## src/rtl/ram_mp.sv

```systemverilog
// Multi-read, single-write synchronous RAM with a built-in clear sequencer.
// Reads take 1 cycle per port. A clear sweep takes DEPTH cycles after reset or after CLR_REQ.
// No backpressure: while BUSY is high, user writes are dropped and read outputs register 0.
//
// Ports:
//   CLK, RST         clock (rising edge); asynchronous active-low reset
//   PORT_RD_ADDRESS  NRD packed read addresses, port i = [i*AWIDTH +: AWIDTH]
//   PORT_RD_OUT      NRD packed registered read data, port i = [i*DWIDTH +: DWIDTH]
//   PORT_W_ADDRESS   write address
//   PORT_W_DATA      write data
//   PORT_W_WE        write enable, active-low
//   CLR_REQ          starts a clear sweep when sampled in IDLE
//   BUSY             high while the clear sequencer owns the array
module ram_mp #(
  parameter int unsigned       DWIDTH = 1,
  parameter int unsigned       AWIDTH = 2,
  parameter int unsigned       NRD    = 2,
  parameter logic [DWIDTH-1:0] INIT   = '0,
  parameter bit                BYPASS = 1'b1
) (
  input  logic                     CLK,
  input  logic                     RST,
  input  logic [NRD*AWIDTH-1:0]    PORT_RD_ADDRESS,
  output logic [NRD*DWIDTH-1:0]    PORT_RD_OUT,
  input  logic [AWIDTH-1:0]        PORT_W_ADDRESS,
  input  logic [DWIDTH-1:0]        PORT_W_DATA,
  input  logic                     PORT_W_WE,
  input  logic                     CLR_REQ,
  output logic                     BUSY
);

  localparam int unsigned DEPTH = 1 << AWIDTH;

  typedef enum logic {
    ST_CLEAR = 1'b0,
    ST_IDLE  = 1'b1
  } state_e;

  state_e                  state_q, state_d;
  logic [AWIDTH-1:0]       cnt_q, cnt_d;
  logic [NRD*DWIDTH-1:0]   rd_out_q, rd_out_d;
  logic [DWIDTH-1:0]       mem_q [DEPTH];

  logic                    user_we;
  logic                    mem_we;
  logic [AWIDTH-1:0]       mem_waddr;
  logic [DWIDTH-1:0]       mem_wdata;

  // State register, sweep counter and read-output registers.
  always_ff @(posedge CLK or negedge RST) begin
    if (!RST) begin
      state_q  <= ST_CLEAR;
      cnt_q    <= '0;
      rd_out_q <= '0;
    end else begin
      state_q  <= state_d;
      cnt_q    <= cnt_d;
      rd_out_q <= rd_out_d;
    end
  end

  // Next-state logic. The last sweep word and the return to IDLE share one edge,
  // so a sweep occupies exactly DEPTH cycles.
  always_comb begin
    state_d = state_q;
    cnt_d   = cnt_q;
    case (state_q)
      ST_CLEAR: begin
        if (&cnt_q) begin
          state_d = ST_IDLE;
          cnt_d   = '0;
        end else begin
          cnt_d = cnt_q + 1'b1;
        end
      end
      ST_IDLE: begin
        if (CLR_REQ) begin
          state_d = ST_CLEAR;
          cnt_d   = '0;
        end
      end
      default: begin
        state_d = ST_CLEAR;
        cnt_d   = '0;
      end
    endcase
  end

  // Output logic: array write port mux, read data and BUSY.
  always_comb begin
    BUSY      = (state_q == ST_CLEAR);
    // A user write on the same edge as CLR_REQ still lands: state_q is still IDLE.
    user_we   = (state_q == ST_IDLE) && !PORT_W_WE;
    mem_we    = 1'b0;
    mem_waddr = PORT_W_ADDRESS;
    mem_wdata = PORT_W_DATA;
    rd_out_d  = '0;

    if (state_q == ST_CLEAR) begin
      // The sweep owns the only write port. While RST is held low this keeps
      // rewriting word 0 with INIT, which the restarted sweep does anyway.
      mem_we    = 1'b1;
      mem_waddr = cnt_q;
      mem_wdata = INIT;
    end else begin
      mem_we = user_we;
      for (int i = 0; i < NRD; i++) begin
        if (BYPASS && user_we &&
            (PORT_RD_ADDRESS[i*AWIDTH +: AWIDTH] == PORT_W_ADDRESS)) begin
          rd_out_d[i*DWIDTH +: DWIDTH] = PORT_W_DATA;
        end else begin
          rd_out_d[i*DWIDTH +: DWIDTH] = mem_q[PORT_RD_ADDRESS[i*AWIDTH +: AWIDTH]];
        end
      end
    end

    PORT_RD_OUT = rd_out_q;
  end

  // Storage has no reset; contents come only from user writes or the sweep.
  always_ff @(posedge CLK) begin
    if (mem_we) begin
      mem_q[mem_waddr] <= mem_wdata;
    end
  end

endmodule

```

## config.mk

```make
export PLATFORM = sky130hd
export DESIGN_NAME = ram_mp
export DESIGN_NICKNAME = d
export VERILOG_FILES = /design/src/rtl/ram_mp.sv
export SDC_FILE = /design/constraint.sdc
export NUM_CORES = 1
export LEC_CHECK = 0
export CAP_MARGIN = 10
export CORE_UTILIZATION = 38
export DETAILED_ROUTE_END_ITERATION = 16
export GPL_TIMING_DRIVEN = 0
export PLACE_DENSITY = 0.67
export SLEW_MARGIN = 25
export SYNTH_ARGS = -nofsm -noshare
export SYNTH_HDL_FRONTEND = slang
export SYNTH_SLANG_ARGS = --single-unit
export TNS_END_PERCENT = 50
```

## constraint.sdc

```tcl
create_clock -name CLK -period 1.5 [get_ports CLK]
set_input_delay 0.3 -clock CLK [delete_from_list [all_inputs] [get_ports CLK]]
set_output_delay 0.3 -clock CLK [all_outputs]
set_load 0.02 [all_outputs]
```

---- Word-level counts from Yosys, hierarchy flattened ----
Memory sizes are Yosys's and may differ from the RTL's.
Index checks and enable logic that the tools add are counted.
storage, ports and cells
  memories ................................ 1
  logic and storage cells ................. 28
  register bits ........................... 5
  bits in read-only memories .............. 0
  input bits .............................. 11
  output and inout port bits .............. 3
  bits in latches ......................... 0
  bits in writable memories ............... 4
memories
  name   words  width  read ports  clocked after Yosys merged registers in  wr ports  line  source
  mem_q  4      1      2           0                                        1         42    logic [DWIDTH-1:0] mem_q [DEPTH];
operators by class
  multiplexer cells ....................... 14
  equality and inequality tests ........... 3
  bitwise operators ....................... 1
  multiply operators ...................... 0
  $lt $le $gt $ge ......................... 0
  div/mod/pow operators ................... 0
  reduce and logical (&&, ||, !) cells .... 5
  add/subtract/negate cells ............... 1
  shifts and indexed selects .............. 0
operators by type and width
  operator             number
  $mux 1               8
  $mux 2               4
  $eq 2x2->1           2
  $pmux 2 s2           1
  $logic_and 1x1->1    3
  $add 2x1->2 const B  1
  $ne 2x2->1 const B   1
  $pmux 1 s2           1
  $reduce_and 2->1     1
  $logic_not 1->1      1
  $not 1->1            1

---- Longest topological paths before layout ----
Gate-level depths: netlist (run 1).
  depth after elaboration ................. 5
  depth in mapped cells ................... 4

---- Worst setup path before layout (run 1) ----
Ideal clock, no wire load.
  path type ............................... reg-to-reg
  start point ............................. memory mem_q[3]
  end point ............................... register rd_out_q[1] (netlist: PORT_RD_OUT[1])
  required time ........................... 1381 ps
  slack ................................... 312 ps
  buffers on the path ..................... 0
  clock period less this slack ............ 1188 ps
  library setup time ...................... 119 ps
  data arrival time ....................... 1069 ps
  cell stages (with the launch flop) ...... 4
  path through ............................ edfxtp_1 mux4_2 o31a_1 o21a_1
RTL lines
  item                  line  source
  start, declared       42
  end signal, assigned  58    rd_out_q <= rd_out_d;
  end, declared         41    logic [NRD*DWIDTH-1:0] rd_out_q, rd_out_d;

---- Worst setup path after layout (run 1) ----
  start point ............................. register rd_out_q[0] (netlist: PORT_RD_OUT[0])
  end point ............................... output port PORT_RD_OUT[0]
RTL lines
  item           line  source
  end, declared  24    output logic [NRD*DWIDTH-1:0] PORT_RD_OUT,
No word-level cell between the ends.

==> results of run 1 <==
what timing repair did:
action                                  CTS  global route
gates resized for setup                   3             3
hold endpoints to repair                  0             0
endpoints found under the setup margin    1             3
cell type report:
class | count | area [um^2]
Fill cell | 95 | 483.0
Sequential cell | 9 | 245.2
Multi-Input combinational cell | 31 | 237.7
Timing Repair Buffer | 13 | 130.1
Clock buffer | 4 | 26.28
Tap cell | 14 | 17.52
Inverter | 3 | 11.26
Buffer | 1 | 5.005
state kept, by name, indices dropped and copies added, names as in the netlist:
name and flops:
mem_q 4, PORT_RD_OUT 2, cnt_q 2, state_q 1
metal layers:
metal | up-vias | routed length, um | track usage, %
met3 | 4 | 77 | 2.326
met4 | 0 | 22 | 16.07
li1 | 199 | - | -
met2 | 17 | 366 | 18.22
met5 | - | 0 | 0
met1 | 167 | 443 | 20.08
path summary, 6_finish.rpt:
check / end / slack (ns) / cells after the start
max reg2reg: mem_q[1] / 0.25 / 3
max: PORT_RD_OUT[0] / 0.03 / 1
min reg2reg: cnt_q[0] / 0.59 / 2
min in group CLK: cnt_q[0] / 0.59 / 2
min: PORT_RD_OUT[0] / 0.25 / 1
max in group asynchronous: cnt_q[1] / 1.07 / 1
metrics by stage:
step | setup slack (ns) | hold WS (ns) | instance area [um^2] | power [W]
detailed placement | -0.2573 | 0.5339 | 646.9 | 0.0008576
global placement | -0.2551 | 0.5384 | 646.9 | 0.0008531
finish | 0.02981 | 0.2493 | 673.1 | 0.001024
CTS | 0.01146 | 0.2540 | 674.4 | 0.001044
floorplan | 0.3122 | 0.004409 | 499.2 | 0.0007141
global route | 0.004532 | 0.2737 | 673.1 | 0.001096
cell families after synthesis:
kind of cell / Yosys count
xor gates and xnor gates: 4
adders and majority gates: 1
DFF: 9
buffers and inverters: 4
muxes: 2
and+or+nand+nor: 13
AOI/OAI and AO/OA: 11
cell usage in the layout, fill, tap and decap left out, drive strengths merged, types with 2 or more instances in the layout:
cell type and count:
edfxtp 4, dlymetal6s2s 2, inv 3, mux4 2, o21a 2, nor4 2, o31a 2, dfrtp 5
clkbuf 4, nand2 6, nor2 2, clkdlybuf4s50 10, buf 2, xor2 4, nand2b 2
power breakdown:
group	leakage, nW	internal (W)	switching, W
Clock	0.0150	0.000102	0.0000809
Combinational	0.162	0.000209	0.000214
Sequential	0.102	0.000367	0.0000519
==> flow_summary.toml, run 1 <==
[setup_path]
cp-startpoint = "PORT_RD_OUT[0]"
cp_max_fo = 1
required_ns = 1.20
crit_arrival_ns = 1.17
worstPathCellList = "clkdlybuf4s50_1"
cp.buffers_inverters = 1
crit_family = "buffers and inverters"
timing.rr.start = "state_q"
endpoint_kind = "output pin"
critPathSlowestCell = "clkdlybuf4s50_1"
critPathLaunchType = "register"
max_stage_delay_ns = 0.59
crit_type = "reg2out"

[timing]
min_period_ns = 1.470
tightest_slew_ns = 0.2886
finalClockSkew_ns = 0.005752
fmax_ghz = 0.6802
rsz0062_at_grt = "no"
finalSetupTns_ns = 0
relSlewSlack_pct = 80.70
min_period_over_period_pct = 98.01
final-setup-viol-count = 0
hold_violations = 0
drv_slew = 0

[floorplan]
io_pins = 14
std_cell_rows = 12
coreArea_mm2 = 0.001156
dieArea_mm2 = 0.001463
die_height_um = 38.25
die_x_um = 38.25
initial_core_util_pct = 43.18

[synthesis]
yosysWarnings = 0
ys_seq_area_share_pct = 49.12
synth.ff_latch_count = 9
yosysMostFrequentCell = "nand2_1"
synth_top_area_share_pct = 25.06
synth_compound_area_share_pct = 17.04
avgSynthCellArea_um2 = 11.35
synth_area_leaders = "dfrtp_1, edfxtp_1, mux4_2"
ys_top_cells_by_count = "nand2_1, dfrtp_1, edfxtp_1, xor2_1"
synth_fa_ha_area_share_pct = 2.506
syn-num-nets = 56
synthFlopType = "dfrtp_1"
muxShareOfSynthArea_pct = 9.023
syn_area_um2 = 499.2
ys_types = 22
synthSimpleGateAreaFrac_pct = 12.03
async_flop_share_pct = 55.56
synth_top_family_by_area = "compound AO/OA/AOI/OAI gates"
synth_edf_count = 4
synth_top_cell_by_area = "dfrtp_1"
synth_xor_area_share_pct = 7.018
synthCells = 44

[grt]
grt.total_usage_pct = 14.68
grt_pass1_wl_um = 1359
grt.overflow.total = 0
grt_pass1_vias = 325
grt_antenna_before_repair = 0
grt_max_degree = 10

[clock_network]
h-tree-depth = 1
holdBufCountCts = 0
cts_tree = "built"
numCtsBuffers = 3
cts_setup_buffers = 0
clk_path_buf_depth = 2
cts_root_buf = "clkbuf_4"
cts_sinks = 9
path_clk_slew_ns = 0.06
worstSkewPairLatency_ns = 0.26

[layout]
final_core_util_pct = 58.23
final_cells = 75
area_delta_synth_final_pct = 34.84
antennaDiodeCount = 0
drive_above_1_share_pct = 13.11
fin_nets = 74

[route]
drtAntennaViolNets = 0
drtPass1Iterations = 4
vias = 387
wl_per_cell_um = 12.12
drt_iter0_markers = 6
drt_wl_total_um = 909
vias_per_cell = 5.160
drc = 0

[run_status]
status = "completed"

[flow_run]
drv_cap = 0

[pwr]
powerDensity_mw_per_mm2 = 1522
vdd_ir_drop_max_mv = 0.9359
leakage_nw = 0.2798

[place]
gp_congestion = 0.6785
post-dp-hpwl_um = 696.4
placed_cells = 71
port_buffers = 13

[hold_path]
min_path_type = "in2async"
Power figures use the tool's default switching activity.
==> inputs of run 2 (changes only) <==
- GPL_TIMING_DRIVEN: 0 -> default
- SKIP_LAST_GASP: default -> 1
==> flow_summary.toml, run 2 (synthesis results as in run 1) <==
[setup_path]
required_ns = 1.20
crit_family = "buffers and inverters"
critPathLaunchType = "register"
timing.rr.start = "mem_q[3]"
critPathCapture = "PORT_RD_OUT[0]"
cp_num_cells = 1
reg2regPathDepth = 3
cp_max_fo = 1
max_stage_delay_ns = 0.59
crit_arrival_ns = 1.16
crit_type = "reg2out"
worstPathCellList = "clkdlybuf4s50_1"
cp.buffers_inverters = 1
cp-startpoint = "PORT_RD_OUT[0]"
r2r_slack_ns = 0.26
endpoint_kind = "output pin"
critPathSlowestCell = "clkdlybuf4s50_1"
r2r_end = "PORT_RD_OUT[0]"

[place]
post-dp-hpwl_um = 783
placed_cells = 75
port_buffers = 13
gp_congestion = 0.6776
dp_slack_ns = -0.2224

[layout]
antennaDiodeCount = 0
layout_common_cells = "clkdlybuf4s50_1, nand2_1, dfrtp_1, buf_4"
fin_nets = 78
drive_above_1_share_pct = 16.92
final_cells = 79
seq_area_um2 = 245.2
regMostFlops = "mem_q"
final_core_util_pct = 61.15
nFillCells = 106
multiInputGateArea_um2 = 237.7
area_delta_synth_final_pct = 41.60
largest_register_ffs = 4
layout_commonest_cell = "clkdlybuf4s50_1"

[clock_network]
cts_sinks = 9
worstSkewPairLatency_ns = 0.26
holdBufCountCts = 0
cts_setup_buffers = 0
h-tree-depth = 1
cts_resized = 1
path_clk_slew_ns = 0.06
clk_path_buf_depth = 2
numCtsBuffers = 3
cts_root_buf = "clkbuf_4"
cts_tree = "built"

[route]
vias_per_cell = 5.266
drtAntennaViolNets = 0
vias = 416
drt_wl_total_um = 1052
drc = 0
drt_iter0_markers = 8
drtPass1Iterations = 4
wl_per_cell_um = 13.32

[floorplan]
std_cell_rows = 12
die_height_um = 38.25
coreArea_mm2 = 0.001156
io_pins = 14
die_x_um = 38.25
dieArea_mm2 = 0.001463
initial_core_util_pct = 43.18

[timing]
relSlewSlack_pct = 80.45
layout_setup_ws_ns = 0.03843
hold_violations = 0
finalClockSkew_ns = 0.004860
min_period_over_period_pct = 97.44
fmax_ghz = 0.6842
rsz0062_at_grt = "yes"
finalSetupTns_ns = 0
min_period_ns = 1.462
final-setup-viol-count = 0
tightest_slew_ns = 0.2923
drv_slew = 0

[grt]
grt_pass1_wl_um = 1766
grt_antenna_before_repair = 0
grt_pass1_vias = 427
grt.overflow.total = 0
grt_max_degree = 9
grt.total_usage_pct = 18.76

[flow_run]
drv_cap = 0

[hold_path]
min_path_type = "in2async"

[pwr]
leakage_nw = 0.2981
vdd_ir_drop_max_mv = 0.7500
powerDensity_mw_per_mm2 = 1497

[run_status]
status = "completed"
## run 2: cell types whose count changed in the layout (fill, tap and decap cells not counted)
cell,before,now
buf_4,0,5
buf_2,2,0
clkdlybuf4s50_1,10,11
dlygate4sd2_1,0,1
dlymetal6s2s_1,2,1
## run 2: area by class of cell
type,count,area share (%)
Multi-Input combinational cell,31,33.63
Inverter,3,1.593
Sequential cell,9,34.69
Tap cell,14,2.478
Clock buffer,4,3.717
Timing Repair Buffer,18,23.89
## run 2: worst min path at each step
stage / startpoint / to / slack (ns)
final: RST / PORT_RD_OUT[0] / 0.27
after global routing: RST / PORT_RD_OUT[0] / 0.28
after CTS: RST / cnt_q[0] / 0.27
after detailed placement: RST / PORT_RD_OUT[0] / 0.55
after global placement: RST / PORT_RD_OUT[0] / 0.54
after floorplan: RST / PORT_RD_OUT[0] / 0.004
## run 2: layer usage
layer	global-route usage (%)	routed length [um]	share of wire, %
met5	0	0	0
met4	13.39	8	0.76
met3	3.488	78	7.4
met2	29.24	507	48
met1	23.02	457	43
## run 2: power breakdown
part | switching (W) | internal, W
clock network | 0.0000796 | 0.000102
registers | 0.0000566 | 0.000367
logic | 0.000219 | 0.000234
total | 0.000355 | 0.000703
## run 2: through the flow
stage | power (W) | cell area [um^2] | hold WS, ns
finish | 0.001058 | 706.9 | 0.2677
global route | 0.001151 | 706.9 | 0.2752
CTS | 0.001074 | 704.4 | 0.2696
detailed placement | 0.0008871 | 679.4 | 0.5495
global placement | 0.0008846 | 679.4 | 0.5436
floorplan | 0.0007141 | 499.2 | 0.004409
==> inputs of run 3 (changes only) <==
- DONT_BUFFER_PORTS: default -> 1
- PLACE_DENSITY: 0.67 -> 0.53
==> flow_summary.toml, run 3 (synthesis results as in run 1) <==
[clock_network]
cts_sinks = 9
numCtsBuffers = 3
h-tree-depth = 1
worstSkewPairLatency_ns = 0.26
clk_path_buf_depth = 2
cts_resized = 0
cts_tree = "built"
cts_root_buf = "clkbuf_4"
holdBufCountCts = 1
cts_setup_buffers = 0
path_clk_slew_ns = 0.06

[setup_path]
cp-startpoint = "state_q"
max_stage_delay_ns = 0.49
cp_max_fo = 9
crit_type = "reg2reg"
timing.rr.start = "state_q"
required_ns = 1.44
crit_arrival_ns = 1.26
critPathLaunchType = "register"
critPathSlowestCell = "dfrtp_1"
worstPathCellList = "inv_2 -> o32ai_1"
cp.buffers_inverters = 1
crit_family = "flip-flops"
endpoint_kind = "register"

[route]
drc = 0
wl_per_cell_um = 14.90
drt_wl_total_um = 924
drtAntennaViolNets = 0
drt_iter0_markers = 1
vias = 358
drtPass1Iterations = 4
vias_per_cell = 5.774

[pwr]
power_switching_w = 0.0003370
intPower_w = 0.0006214
leakage_nw = 0.2117
seqPwrFrac_pct = 48.9
switching_share_pct = 35.16
pwr-share-clk_pct = 19.2
vdd_ir_drop_max_mv = 0.8271
p_comb_share_pct = 31.9
powerDensity_mw_per_mm2 = 1749

[floorplan]
die_height_um = 38.25
initial_core_util_pct = 43.18
dieArea_mm2 = 0.001463
io_pins = 14
coreArea_mm2 = 0.001156
die_x_um = 38.25
std_cell_rows = 12

[layout]
antennaDiodeCount = 0
layout_common_cells = "nand2_1, dfrtp_1, xor2_1, edfxtp_1, clkbuf_4"
layout_commonest_cell = "nand2_1"
regMostFlops = "mem_q"
largest_register_ffs = 4
area_delta_synth_final_pct = 9.774
fin_nets = 61
nFillCells = 109
drive_above_1_share_pct = 12.50

[timing]
drv_slew = 0
finalClockSkew_ns = 0.002596
tightest_slew_ns = 0.2739
min_period_ns = 1.322
whs_ns = 0.1181
hold_violations = 0
fmax_ghz = 0.7562
rsz0062_at_grt = "no"
final-setup-viol-count = 0
finalSetupTns_ns = 0
relSlewSlack_pct = 81.68
min_period_over_period_pct = 88.16

[hold_path]
min_path_type = "in2reg"
min_from = "CLR_REQ"

[run_status]
status = "completed"

[grt]
grt.total_usage_pct = 15.14
grt_antenna_before_repair = 0
grt_pass1_wl_um = 1400
grt_pass1_vias = 369
grt_max_degree = 10
grt.overflow.total = 0

[place]
gp_congestion = 0.7168
post-dp-hpwl_um = 754.9
port_buffers = 0

[flow_run]
drv_cap = 0
==> run 3: cell count changes in the layout (fill, tap and decap cells not counted) <==
cell	before	now
dlymetal6s2s_1	1	0
clkdlybuf4s50_1	11	0
dlygate4sd2_1	1	0
dlygate4sd3_1	0	1
buf_4	5	0
==> run 3: through the flow <==
step / std cells / worst slack (ns) / utilization [%] / total power, W / instance area (um^2)
after floorplan: 44 / 0.3122 / - / 0.0007141 / 499.2
after global placement: 57 / 0.2360 / 44.26 / 0.0007594 / 511.7
after detailed placement: 57 / 0.1761 / 44.26 / 0.0007754 / 511.7
after CTS: 62 / 0.1674 / 47.40 / 0.0009645 / 548.0
after global routing: 62 / 0.08529 / 47.40 / 0.001019 / 548.0
final: 62 / 0.1777 / 47.40 / 0.0009584 / 548.0
==> run 3: final timing paths <==
check	slack (ns)	to	cells past startpoint
max	0.18	mem_q[1]	2
min	0.12	state_q	1
max reg2reg	0.18	mem_q[1]	2
min reg2reg	0.59	cnt_q[0]	2
max in group asynchronous	0.98	cnt_q[0]	1
min in group asynchronous	0.33	PORT_RD_OUT[0]	1
==> run 3: worst register-to-register path: stages, from the launching register on <==
cell     delay, ns
dfrtp_1       0.49
inv_2         0.17
o32ai_1       0.34
==> run 3: layout make-up <==
type,count,area [um^2],share of cell area [%]
inverter,3,11.26,2.055
sequential,9,245.2,44.75
timing repair buffer,1,10.01,1.826
clock buffer,4,26.28,4.795
multi-input combinational,31,237.7,43.38
tap,14,17.52,3.196
==> run 3: power groups by stage <==
stage | Clock [W] | Combinational (W) | Sequential [W]
5_1_grt | 0.000200 | 0.000341 | 0.000478
6_report | 0.000184 | 0.000305 | 0.000469
3_3_place_gp | 0 | 0.000294 | 0.000465
2_1_floorplan | 0 | 0.000285 | 0.000429
4_1_cts | 0.000189 | 0.000307 | 0.000469
3_5_place_dp | 0 | 0.000301 | 0.000474
==> run 3: metal layers <==
layer  wire length (um)  share of wire, %  global-route usage [%]
met1                386                42                   15.79
met2                436                47                   23.73
met3                 80               8.7                   6.977
met4                 21               2.3                   10.71
met5                  0                 0                       0
